## src/rtl/pending_encoder_32to5.sv

```systemverilog
// Sticky 32-line event capture with a priority-encoded 5-bit index offered
// under a valid/ack handshake; only the acknowledged bit is cleared.
module pending_encoder_32to5 #(
  parameter bit LOW_FIRST = 1'b1
) (
  input  logic        clk,
  input  logic        rst,
  input  logic [31:0] req,
  input  logic [31:0] mask,
  input  logic        ack,
  output logic [4:0]  code,
  output logic        valid,
  output logic [31:0] pending,
  output logic        any
);

  typedef enum logic [0:0] {StIdle, StOffer} state_e;

  state_e      state_q, state_d;
  logic [4:0]  code_q, code_d, enc;
  logic [31:0] pending_q, pending_d, sel, clr;

  assign sel     = pending_q & ~mask;
  assign any     = |sel;
  assign valid   = (state_q == StOffer);
  assign code    = code_q;
  assign pending = pending_q;

  // Later loop iterations overwrite earlier ones, so the last hit wins.
  always_comb begin
    enc = '0;
    if (LOW_FIRST) begin
      for (int i = 31; i >= 0; i--) begin
        if (sel[i]) enc = 5'(i);
      end
    end else begin
      for (int i = 0; i < 32; i++) begin
        if (sel[i]) enc = 5'(i);
      end
    end
  end

  // Set has priority over clear: req is OR-ed in after the clear mask.
  always_comb begin
    clr = '0;
    if (valid && ack) clr[code_q] = 1'b1;
    pending_d = (pending_q & ~clr) | req;
  end

  always_comb begin
    state_d = state_q;
    code_d  = code_q;
    unique case (state_q)
      StIdle: begin
        if (any) begin
          code_d  = enc;
          state_d = StOffer;
        end
      end
      StOffer: begin
        if (ack) state_d = StIdle;
      end
      default: state_d = StIdle;
    endcase
  end

  always_ff @(posedge clk) begin
    if (rst) begin
      state_q   <= StIdle;
      code_q    <= '0;
      pending_q <= '0;
    end else begin
      state_q   <= state_d;
      code_q    <= code_d;
      pending_q <= pending_d;
    end
  end

endmodule

```

## config.mk

```make
export PLATFORM = sky130hd
export DESIGN_NAME = pending_encoder_32to5
export DESIGN_NICKNAME = d
export VERILOG_FILES = /design/src/rtl/pending_encoder_32to5.sv
export SDC_FILE = /design/constraint.sdc
export NUM_CORES = 1
export LEC_CHECK = 0
export CAP_MARGIN = 20
export CORE_MARGIN = 3
export CORE_UTILIZATION = 43
export DETAILED_ROUTE_END_ITERATION = 8
export PLACE_DENSITY = 0.86
export SYNTH_ARGS = -nofsm -noshare
export SYNTH_HDL_FRONTEND = slang
export SYNTH_SLANG_ARGS = --single-unit
export TNS_END_PERCENT = 100
```

## constraint.sdc

```tcl
create_clock -name clk -period 2.6 [get_ports clk]
set_clock_uncertainty 0.05 [all_clocks]
set_input_delay 0.39 -clock clk [delete_from_list [all_inputs] [get_ports clk]]
set_output_delay 0.39 -clock clk [all_outputs]
set_load 0.03 [all_outputs]
```

**Word level (Yosys, flattened, before mapping)**

Index checks and enable logic that the tools add are counted.

- Register bits: 38
- Input port bits: 67
- Output and inout port bits: 39
- Word-level logic and storage cells: 53

- Order comparisons: 2
- Mux-type cells: 38
- Bitwise operators: 6
- Reductions and logical operators: 4

Operators with widths:

| kind | count |
|---|---|
| two-way mux 5 bit | 32 |
| bitwise AND 32 bit | 2 |
| inverter 32 bit | 2 |
| two-way mux 32 bit | 1 |
| OR 32 bit | 1 |
| OR reduction 32 bit | 1 |
| < comparator 5 x 6 -> 1 bit (second input constant) | 1 |
| demux 1 bit (select 5 bit) | 1 |
| >= comparator 5 x 1 -> 1 bit (second input constant) | 1 |
| two-way mux 1 bit | 3 |
| logical AND 1 bit | 2 |
| case mux 1 bit (2 select lines) | 1 |
| AND reduction 2 bit | 1 |
| inverter 1 bit | 1 |

**Logic depth before layout (Yosys ltp)**

Gate-level depths: netlist of run 1.

- Depth in word-level cells: 34
- Depth in mapped cells: 6
- Mapped depth without buffers: 6

**Least setup slack after synthesis of run 1**

OpenSTA, ideal clock, no wires.

- Kind: flip-flop to output port
- From: reg pending_q[22], in the netlist pending[22]
- To: out any
- Arrival: 1.571 ns
- Data required time: 2.160 ns
- Slack: 0.589 ns
- Stages on the path, launching flop included: 5
- Path buffers: 0
- Path through: dfxtp_1 -> nor2b_1 -> nor4_1 -> nand4_1 -> or2_1

- Word-level cells in the longest chain between the ends: 2

Ends and longest elaborated chain:

| what | line | source |
|---|---|---|
| start: declaration | 21 | `logic [31:0] pending_q, pending_d, sel, clr;` |
| start signal: assignment | 75 | `pending_q <= pending_d;` |
| bitwise AND 32 bit | 23 | `assign sel = pending_q & ~mask;` |
| OR reduction 32 bit | 24 | `assign any = \|sel;` |
| end: declaration | 14 | `output logic any` |

No other way between the ends.

**Worst setup path in the final report of run 1**

- From: in mask[16]
- To: out any

- Word-level cells in the longest chain between the ends: 3

Ends and longest elaborated chain:

| what | line | source |
|---|---|---|
| start: declaration | 9 | `input logic [31:0] mask,` |
| inverter 32 bit | 23 |  |
| bitwise AND 32 bit | 23 |  |
| OR reduction 32 bit | 24 |  |

No other way between the ends.

==> results of run 1 <==
final timing paths:
kind | depth (start not counted) | endpoint | slack [ns]
hold reg to reg | 2 | pending[7] | 0.44
hold / removal | 2 | pending[7] | 0.44
setup / recovery | 6 | any | 0.23
setup reg to reg | 7 | code[2] | 0.63
placed cells by master (no fill, tap or decap), types with 3 or more instances in the layout:
master           netlist  routed
nor2_1                17      17
nor4_1                 9       3
o21ai_0               34      34
nand4_1                5       5
nand2b_1               9       9
nand3b_1              10      10
a21oi_1               40      40
dfxtp_1               38      38
buf_4                  0      40
nor3_1                 3       3
inv_1                 32      32
clkbuf_8               0       5
clkdlybuf4s50_1        0     104
nor2b_1               31      31
nor4_2                 0       6
nand2_1                7       7
nand3_1                3       3
layout make-up:
class                   instances  share of cell area
multi-input cells             193               0.329
repair buffers                145               0.382
inverters                      32              0.0340
clock buffers                   7              0.0216
well taps                      52              0.0184
flip-flops and latches         38               0.216
logic make-up after synthesis:
kind of cell / count (synthesis) / synth area share
flops: 38 / 0.376
compound gates: 94 / 0.271
buf+inv: 37 / 0.0687
simple gates: 99 / 0.284
worst max-delay path, delay by kind of cell:
kind | cells | cell delay [ns]
buffers and inverters | 2 | 0.68
AND/OR/NAND/NOR | 4 | 0.84
per-layer routing:
metal | up-vias | global-route usage
met1 | 1148 | 0.282
met2 | 106 | 0.455
met3 | 6 | 0.0851
li1 | 1229 | -
met4 | 0 | 0.0889
met5 | - | 0
timing repair:
action / in CTS / in global routing
setup buffers: 0 / 1
endpoints found under the setup margin: 1 / 1
pin swaps: 0 / 1
gates resized for setup: 3 / 6
power breakdown:
part	internal (W)	total (W)	switching, W
combinational	0.000290	0.000552	0.000262
clock	0.000185	0.000384	0.000199
sequential	0.000627	0.000670	0.0000429
metrics by stage:
step	std cells	hold slack [ns]
2_1_floorplan	268	0.439
3_3_place_gp	459	0.419
3_5_place_dp	459	0.430
4_1_cts	466	0.438
5_1_grt	467	0.460
6_report	467	0.435
flip-flops by register name, summed over array words and instances (netlist names):
register / count
valid: 1
code: 5
pending: 32
==> impl_metrics.env, run 1 <==
export IMPL_die_w_um=74.6
export IMPL_grt_pass1_vias=2471
export IMPL_min_period_over_period=0.911
export IMPL_layout_drive_gt1_share=0.135
export IMPL_synth_edff_count=0
export IMPL_yosysWarnings=0
export IMPL_setup_violations=0
export IMPL_min_from="pending[7]"
export IMPL_wl_per_cell_um=15.1
export IMPL_dr_pass1_iters=4
export IMPL_p_per_area_nw_per_um2=455
export IMPL_cts_made_buffers=5
export IMPL_h_tree_depth=2
export IMPL_regArea_um2=761
export IMPL_io_buffer_count=105
export IMPL_dieArea_um2=5560
export IMPL_cp_max_fo=2
export IMPL_synth_largest_area_cell="dfxtp_1"
export IMPL_min_path_type="reg2reg"
export IMPL_crit_start="mask[16]"
export IMPL_fin_tns_setup_ns=0
export IMPL_status="finished clean"
export IMPL_vias=2489
export IMPL_ys_flop_type="dfxtp_1"
export IMPL_ant_nets=0
export IMPL_dr_wl_met3_um=666
export IMPL_wl_met2_mm=3.57
export IMPL_multiInputGateArea_um2=1160
export IMPL_critPathArrivalTime_ns=1.93
export IMPL_critical_path_slowest_cell="clkdlybuf4s50_1"
export IMPL_cts_tree="yes"
export IMPL_design_area_um2=3530
export IMPL_drt_met1_wl_mm=2.77
export IMPL_drtIter0Drc=142
export IMPL_totalWireLength_mm=7.05
export IMPL_rows=24
export IMPL_antenna_diode_count=0
export IMPL_finalMaxSlewViolations=0
export IMPL_grt_overflow=0
export IMPL_max_slew_worst_pin_slew_ns=0.394
export IMPL_gp_congestion=0.849
export IMPL_avgSynthCellArea_um2=7.54
export IMPL_viasPerCell=5.33
export IMPL_max_freq_mhz=422
export IMPL_ys_seq_area_frac=0.376
export IMPL_yosys_top_cells_area="dfxtp_1 38%, a21oi_1 9.9%, nor2b_1 9.6%, o21ai_0 8.4%, inv_1 5.9%"
export IMPL_synth_distinct_cells=34
export IMPL_grt_antenna_before_repair=0
export IMPL_synth_nets=335
export IMPL_total_power_w=0.00161
export IMPL_cts_clk_slew_worst_paths_ns=0.07
export IMPL_crit_chain="clkdlybuf4s50_1 > nor2b_1 > nor4_2 > nand4_1 > or2_1 > clkbuf_2"
export IMPL_synth_top_cells_by_count="40 x a21oi_1, 38 x dfxtp_1, 34 x o21ai_0, 32 x inv_1, 31 x nor2b_1"
export IMPL_top_layer="met4"
export IMPL_synthDominantCellAreaShare=0.376
export IMPL_rsz0062_at_grt="no"
export IMPL_yosysMostFrequentCell="a21oi_1"
export IMPL_leakagePower_nw=1.46
export IMPL_cp_slowest_stage_delay_ns=0.49
export IMPL_synth_seq_cells=38
export IMPL_io_pins=106
export IMPL_syn_inst=268
export IMPL_min_period_ns=2.37
export IMPL_final_util=0.794
export IMPL_rr_startpoint="pending[24]"
export IMPL_coreArea_um2=4440
export IMPL_place_ws_ns=-0.277
export IMPL_max_cap_viol_count=0
export IMPL_grt_pass1_wl_mm=10.8
export IMPL_nFillCells=347
export IMPL_netlist_area_um2=2020
export IMPL_cts_root_buf="clkbuf_8"
export IMPL_hold_buffers=0
export IMPL_start_util=0.455
export IMPL_clk_insertion_delay_late_ns=0.29
export IMPL_cts_sinks=38
export IMPL_syn_to_final_growth_pct=74.5
export IMPL_irDropWorstVdd_v=0.000356
export IMPL_drcViolationCount=0
export IMPL_slew_headroom=0.731
export IMPL_cp_data_required_time_ns=2.16
export IMPL_crit_type="in2out"
export IMPL_grt_usage=0.255
export IMPL_grt_max_degree=42
export IMPL_placed_area_um2=3410
export IMPL_critical_path_startpoint_type="input pin"
export IMPL_die_y_um=74.6
export IMPL_end_kind="output port"
export IMPL_clock_path_buffers=2
export IMPL_fin_nets=482
export IMPL_dp_hpwl_mm=5.55
export IMPL_fin_ws_ns=0.232
export IMPL_synth_async_reset_ratio=0
export IMPL_finalHoldViolCount=0
Power figures use the tool's default switching activity.
==> inputs of run 2 (changes only) <==
MAX_ROUTING_LAYER = met4   (was default)
==> run 2 against run 1 <==
Effect of this change: critical path depth unchanged; via count decreased by 0.16%; cell count unchanged; register-to-register slack about the same; clock power is essentially flat; routed wire length down 0.14%; non-clock buffer count stayed put; critical path type unchanged.
==> impl_metrics.env, run 2 (same netlist as run 1, synthesis figures left out) <==
export IMPL_largest_reg_flops=32
export IMPL_fin_nets=482
export IMPL_power_frac_clock=0.240
export IMPL_leakagePower_nw=1.46
export IMPL_final_cell_mix="104 x clkdlybuf4s50_1, 40 x a21oi_1, 40 x buf_4"
export IMPL_pwr_share_comb=0.344
export IMPL_critPathArrivalTime_ns=1.93
export IMPL_r2r_setup_slack_ns=0.63
export IMPL_crit_type="in2out"
export IMPL_cp_data_required_time_ns=2.16
export IMPL_die_y_um=74.6
export IMPL_seqPwrFrac=0.417
export IMPL_cts_clk_slew_worst_paths_ns=0.07
export IMPL_cts_sinks=38
export IMPL_dr_pass1_iters=4
export IMPL_max_slew_worst_pin_slew_ns=0.392
export IMPL_place_ws_ns=-0.277
export IMPL_grt_pass1_vias=2471
export IMPL_reg2reg_to="code[2]"
export IMPL_cts_tree="yes"
export IMPL_ant_nets=0
export IMPL_crit_chain="clkdlybuf4s50_1 > nor2b_1 > nor4_2 > nand4_1 > or2_1 > clkbuf_2"
export IMPL_die_w_um=74.6
export IMPL_drtIter0Drc=134
export IMPL_fin_ws_ns=0.229
export IMPL_regArea_um2=761
export IMPL_grt_usage=0.263
export IMPL_syn_to_final_growth_pct=74.5
export IMPL_hold_buffers=0
export IMPL_finalHoldViolCount=0
export IMPL_finalMaxSlewViolations=0
export IMPL_cts_made_buffers=5
export IMPL_clk_insertion_delay_late_ns=0.29
export IMPL_layout_drive_gt1_share=0.135
export IMPL_cp_max_fo=2
export IMPL_antenna_diode_count=0
export IMPL_drcViolationCount=0
export IMPL_stdcell_count=467
export IMPL_dp_cells=459
export IMPL_rsz0062_at_grt="no"
export IMPL_max_cap_viol_count=0
export IMPL_hold_worst_slack_ns=0.436
export IMPL_rr_startpoint="pending[24]"
export IMPL_irDropWorstVdd_v=0.000357
export IMPL_viasPerCell=5.32
export IMPL_vias=2485
export IMPL_min_period_over_period=0.912
export IMPL_min_from="pending[7]"
export IMPL_cts_root_buf="clkbuf_8"
export IMPL_reg2regPathDepth=7
export IMPL_status="finished clean"
export IMPL_multiInputGateArea_um2=1160
export IMPL_grt_overflow=0
export IMPL_slew_headroom=0.732
export IMPL_io_buffer_count=105
export IMPL_rows=24
export IMPL_nFillCells=347
export IMPL_end_kind="output port"
export IMPL_critical_path_startpoint_type="input pin"
export IMPL_cp_slowest_stage_delay_ns=0.50
export IMPL_io_pins=106
export IMPL_grt_max_degree=42
export IMPL_gp_congestion=0.863
export IMPL_min_path_type="reg2reg"
export IMPL_min_period_ns=2.37
export IMPL_max_freq_mhz=422
export IMPL_h_tree_depth=2
export IMPL_swShare=0.315
export IMPL_p_switching_w=0.000505
export IMPL_p_per_area_nw_per_um2=455
export IMPL_grt_pass1_wl_mm=10.8
export IMPL_grt_antenna_before_repair=0
export IMPL_final_common_cell="clkdlybuf4s50_1"
export IMPL_setup_violations=0
export IMPL_start_util=0.455
export IMPL_totalWireLength_mm=7.04
export IMPL_coreArea_um2=4440
export IMPL_critical_path_slowest_cell="clkdlybuf4s50_1"
export IMPL_whs_path_depth=2
export IMPL_p_int_w=0.00110
export IMPL_dp_hpwl_mm=5.55
export IMPL_hold_end="pending[7]"
export IMPL_clock_path_buffers=2
export IMPL_wl_per_cell_um=15.1
export IMPL_dieArea_um2=5560
run 2: what timing repair did:
item,in CTS,in global routing
buffers inserted,0,1
endpoints found under the setup margin,1,1
gates resized for setup,3,6
cloned,0,0
pin swaps,0,1
run 2: how the worst max path moves through the flow:
stage / slack (ns) / startpoint / end / depth (start not counted)
after floorplan: 0.59 / pending[22] / any / 4
after global placement: -0.24 / mask[29] / any / 6
after detailed placement: -0.28 / mask[16] / any / 6
after CTS: 0.03 / mask[16] / any / 6
after global routing: 0.13 / mask[16] / any / 6
final: 0.23 / mask[16] / any / 6
run 2: metal layers:
metal  share of wire  wire length [µm]  global-route usage
met3           0.089               628              0.0743
met4          0.0057                40              0.0889
met5               0                 0                   -
met1            0.40              2820               0.289
met2            0.50              3550               0.455
run 2: power by group through the flow:
stage                     Sequential (W)  Combinational (W)  Clock (W)
after detailed placement        0.000682           0.000540          0
final                           0.000669           0.000552   0.000385
after floorplan                 0.000760           0.000168          0
after global placement          0.000680           0.000530          0
after CTS                       0.000668           0.000545   0.000392
after global routing            0.000676           0.000590   0.000410
run 2: worst max-delay path: cells and delay by family:
kind,cells,cell delay [ns]
AND/OR/NAND/NOR,4,0.85
buffers and inverters,2,0.69
run 2: final cells by class:
cell class / count / share of cell area
tap: 52 / 0.0184
clock buffer: 7 / 0.0216
multi-input combinational: 193 / 0.329
timing repair buffer: 145 / 0.382
inverter: 32 / 0.0340
sequential: 38 / 0.216
run 2: stage by stage:
| stage | power [W] | cell area [µm²] | setup TNS [ns] | utilization |
|---|---|---|---|---|
| 2_1_floorplan | 0.000928 | 2020 | 0 | - |
| 5_1_grt | 0.00168 | 3530 | 0 | 0.794 |
| 6_report | 0.00161 | 3530 | 0 | 0.794 |
| 3_3_place_gp | 0.00121 | 3410 | -0.244 | 0.768 |
| 3_5_place_dp | 0.00122 | 3410 | -0.277 | 0.768 |
| 4_1_cts | 0.00161 | 3500 | 0 | 0.787 |
==> inputs of run 3 (changes only) <==
CORE_UTILIZATION = 40   (was 43)
PLACE_DENSITY = 0.81   (was 0.86)
clock period = 2.3 ns   (was 2.6 ns; I/O delays follow)
==> run 3 against run 2 <==
Effect of this change: design area grew 7.1%; worst hold slack better by 0.0042 ns; largest power group unchanged; critical path type unchanged; routed wire length up 3.6%; clock-buffer cell count decreased by 1; cell count up 7.3%; critical path depth did not move; total power is 33% higher; combinational power is 22% higher.
==> impl_metrics.env, run 3 (same netlist as run 1, synthesis figures left out) <==
export IMPL_final_cell_mix="103 x clkdlybuf4s50_1, 58 x buf_4, 40 x a21oi_1"
export IMPL_grt_busiest_layer="met2"
export IMPL_critical_path_startpoint_type="input pin"
export IMPL_p_per_area_nw_per_um2=565
export IMPL_critical_path_slowest_cell="clkdlybuf4s50_1"
export IMPL_syn_to_final_growth_pct=86.8
export IMPL_cp_slowest_stage_delay_ns=0.47
export IMPL_max_slew_worst_pin_slew_ns=0.632
export IMPL_cts_made_buffers=5
export IMPL_grt_usage=0.256
export IMPL_cts_sinks=38
export IMPL_finalMaxSlewViolations=0
export IMPL_max_cap_viol_count=0
export IMPL_setup_violations=0
export IMPL_crit_chain="clkdlybuf4s50_1 > nor2b_1 > nor4_2 > nand4_1 > or2_4 > buf_6"
export IMPL_die_w_um=77.1
export IMPL_hold_end="pending[7]"
export IMPL_critPathArrivalTime_ns=1.85
export IMPL_drcViolationCount=0
export IMPL_multiInputGateArea_um2=1180
export IMPL_rsz0062_at_grt="no"
export IMPL_io_pins=106
export IMPL_leakagePower_nw=1.60
export IMPL_rows=25
export IMPL_regArea_um2=761
export IMPL_dr_pass1_iters=4
export IMPL_fin_nets=500
export IMPL_grt_pass1_wl_mm=12.0
export IMPL_crit_buf_inv=2
export IMPL_cp_max_fo=2
export IMPL_reg2reg_to="code[0]"
export IMPL_start_util=0.420
export IMPL_vias=2561
export IMPL_max_freq_mhz=446
export IMPL_slew_headroom=0.577
export IMPL_irDropWorstVdd_v=0.000364
export IMPL_ant_nets=0
export IMPL_min_path_type="reg2reg"
export IMPL_grt_met2_usage=0.453
export IMPL_whs_path_depth=2
export IMPL_clock_path_buffers=2
export IMPL_cts_tree="yes"
export IMPL_nFillCells=370
export IMPL_drtIter0Drc=100
export IMPL_dp_cells=492
export IMPL_cts_clk_slew_worst_paths_ns=0.07
export IMPL_dieArea_um2=5940
export IMPL_wl_per_cell_um=14.6
export IMPL_layout_drive_gt1_share=0.184
export IMPL_grt_antenna_before_repair=0
export IMPL_cts_root_buf="clkbuf_8"
export IMPL_antenna_diode_count=0
export IMPL_clk_insertion_delay_late_ns=0.30
export IMPL_h_tree_depth=2
export IMPL_io_buffer_count=105
export IMPL_status="finished clean"
export IMPL_grt_pass1_vias=2587
export IMPL_rr_startpoint="pending[18]"
export IMPL_viasPerCell=5.11
export IMPL_largest_reg_flops=32
export IMPL_min_from="pending[7]"
export IMPL_min_period_ns=2.24
export IMPL_grt_overflow=0
export IMPL_totalWireLength_mm=7.30
export IMPL_coreArea_um2=4820
export IMPL_gr_usage_met3=0.0528
export IMPL_die_y_um=77.1
export IMPL_path_delay_family="simple AND/OR/NAND/NOR gates"
export IMPL_cp_data_required_time_ns=1.90
export IMPL_hold_worst_slack_ns=0.440
export IMPL_stdcell_count=501
export IMPL_r2r_setup_slack_ns=0.27
export IMPL_final_common_cell="clkdlybuf4s50_1"
export IMPL_use_met1=0.295
export IMPL_grt_max_degree=18
export IMPL_fin_tns_setup_ns=0
export IMPL_end_kind="output port"
export IMPL_dp_hpwl_mm=5.68
export IMPL_design_area_um2=3780
export IMPL_hold_buffers=0
export IMPL_finalHoldViolCount=0
export IMPL_reg2regPathDepth=7
export IMPL_placed_area_um2=3570
export IMPL_crit_type="in2out"
export IMPL_gp_congestion=0.864
export IMPL_min_period_over_period=0.974
-- run 3: cell types whose count changed in the layout (fill, tap and decap cells not counted), sizes merged --
cell           change
clkbuf             -2
buf               +19
bufinv             +2
dlymetal6s2s       +1
clkdlybuf4s50      -1
-- run 3: how the worst max path moves through the flow --
stage,start,end,slack (ns),depth (start not counted)
final,mask[3],any,0.06,6
after floorplan,pending[22],any,0.33,4
after global routing,mask[3],any,0.004,6
after global placement,mask[29],any,-0.45,6
after CTS,mask[19],any,0.06,6
after detailed placement,mask[16],any,-0.46,6
-- run 3: routing by layer --
metal / share of wire / up-vias
met3: 0.069 / 8
met2: 0.51 / 106
li1: - / 1272
met5: 0 / -
met1: 0.41 / 1175
met4: 0.0093 / 0
-- run 3: tightest hold or removal path, cell delays in order, from the launching register on --
cell and delay, ns:
dfxtp_1 0.32, o21ai_0 0.07, a21oi_1 0.06
-- run 3: stage by stage --
| stage | utilization | setup WS, ns | power (W) |
|---|---|---|---|
| 6_report | 0.784 | 0.0597 | 0.00213 |
| 5_1_grt | 0.784 | 0.00398 | 0.00223 |
| 4_1_cts | 0.779 | 0.0550 | 0.00214 |
| 3_5_place_dp | 0.740 | -0.457 | 0.00141 |
| 3_3_place_gp | 0.740 | -0.450 | 0.00140 |
| 2_1_floorplan | - | 0.334 | 0.00105 |
-- run 3: power breakdown --
part | leakage (nW) | internal (W) | switching (W) | total, W
clock network | 0.0714 | 0.000463 | 0.000253 | 0.000716
registers | 0.318 | 0.000708 | 0.0000382 | 0.000746
logic | 1.21 | 0.000356 | 0.000315 | 0.000671
total | 1.60 | 0.00153 | 0.000607 | 0.00213
-- run 3: cell type report --
cell class / count / share of cell area
clock buffers: 6 / 0.0219
repair buffers: 163 / 0.395
clock inverters: 2 / 0.0159
well taps: 67 / 0.0222
multi-input cells: 193 / 0.312
flip-flops and latches: 38 / 0.201
inverters: 32 / 0.0318
-- run 3: what timing repair did --
action | CTS | global route
pin swaps | 2 | 6
gates cloned | 0 | 0
resized for setup | 12 | 7
buffers inserted | 1 | 0
setup endpoints to repair | 1 | 1
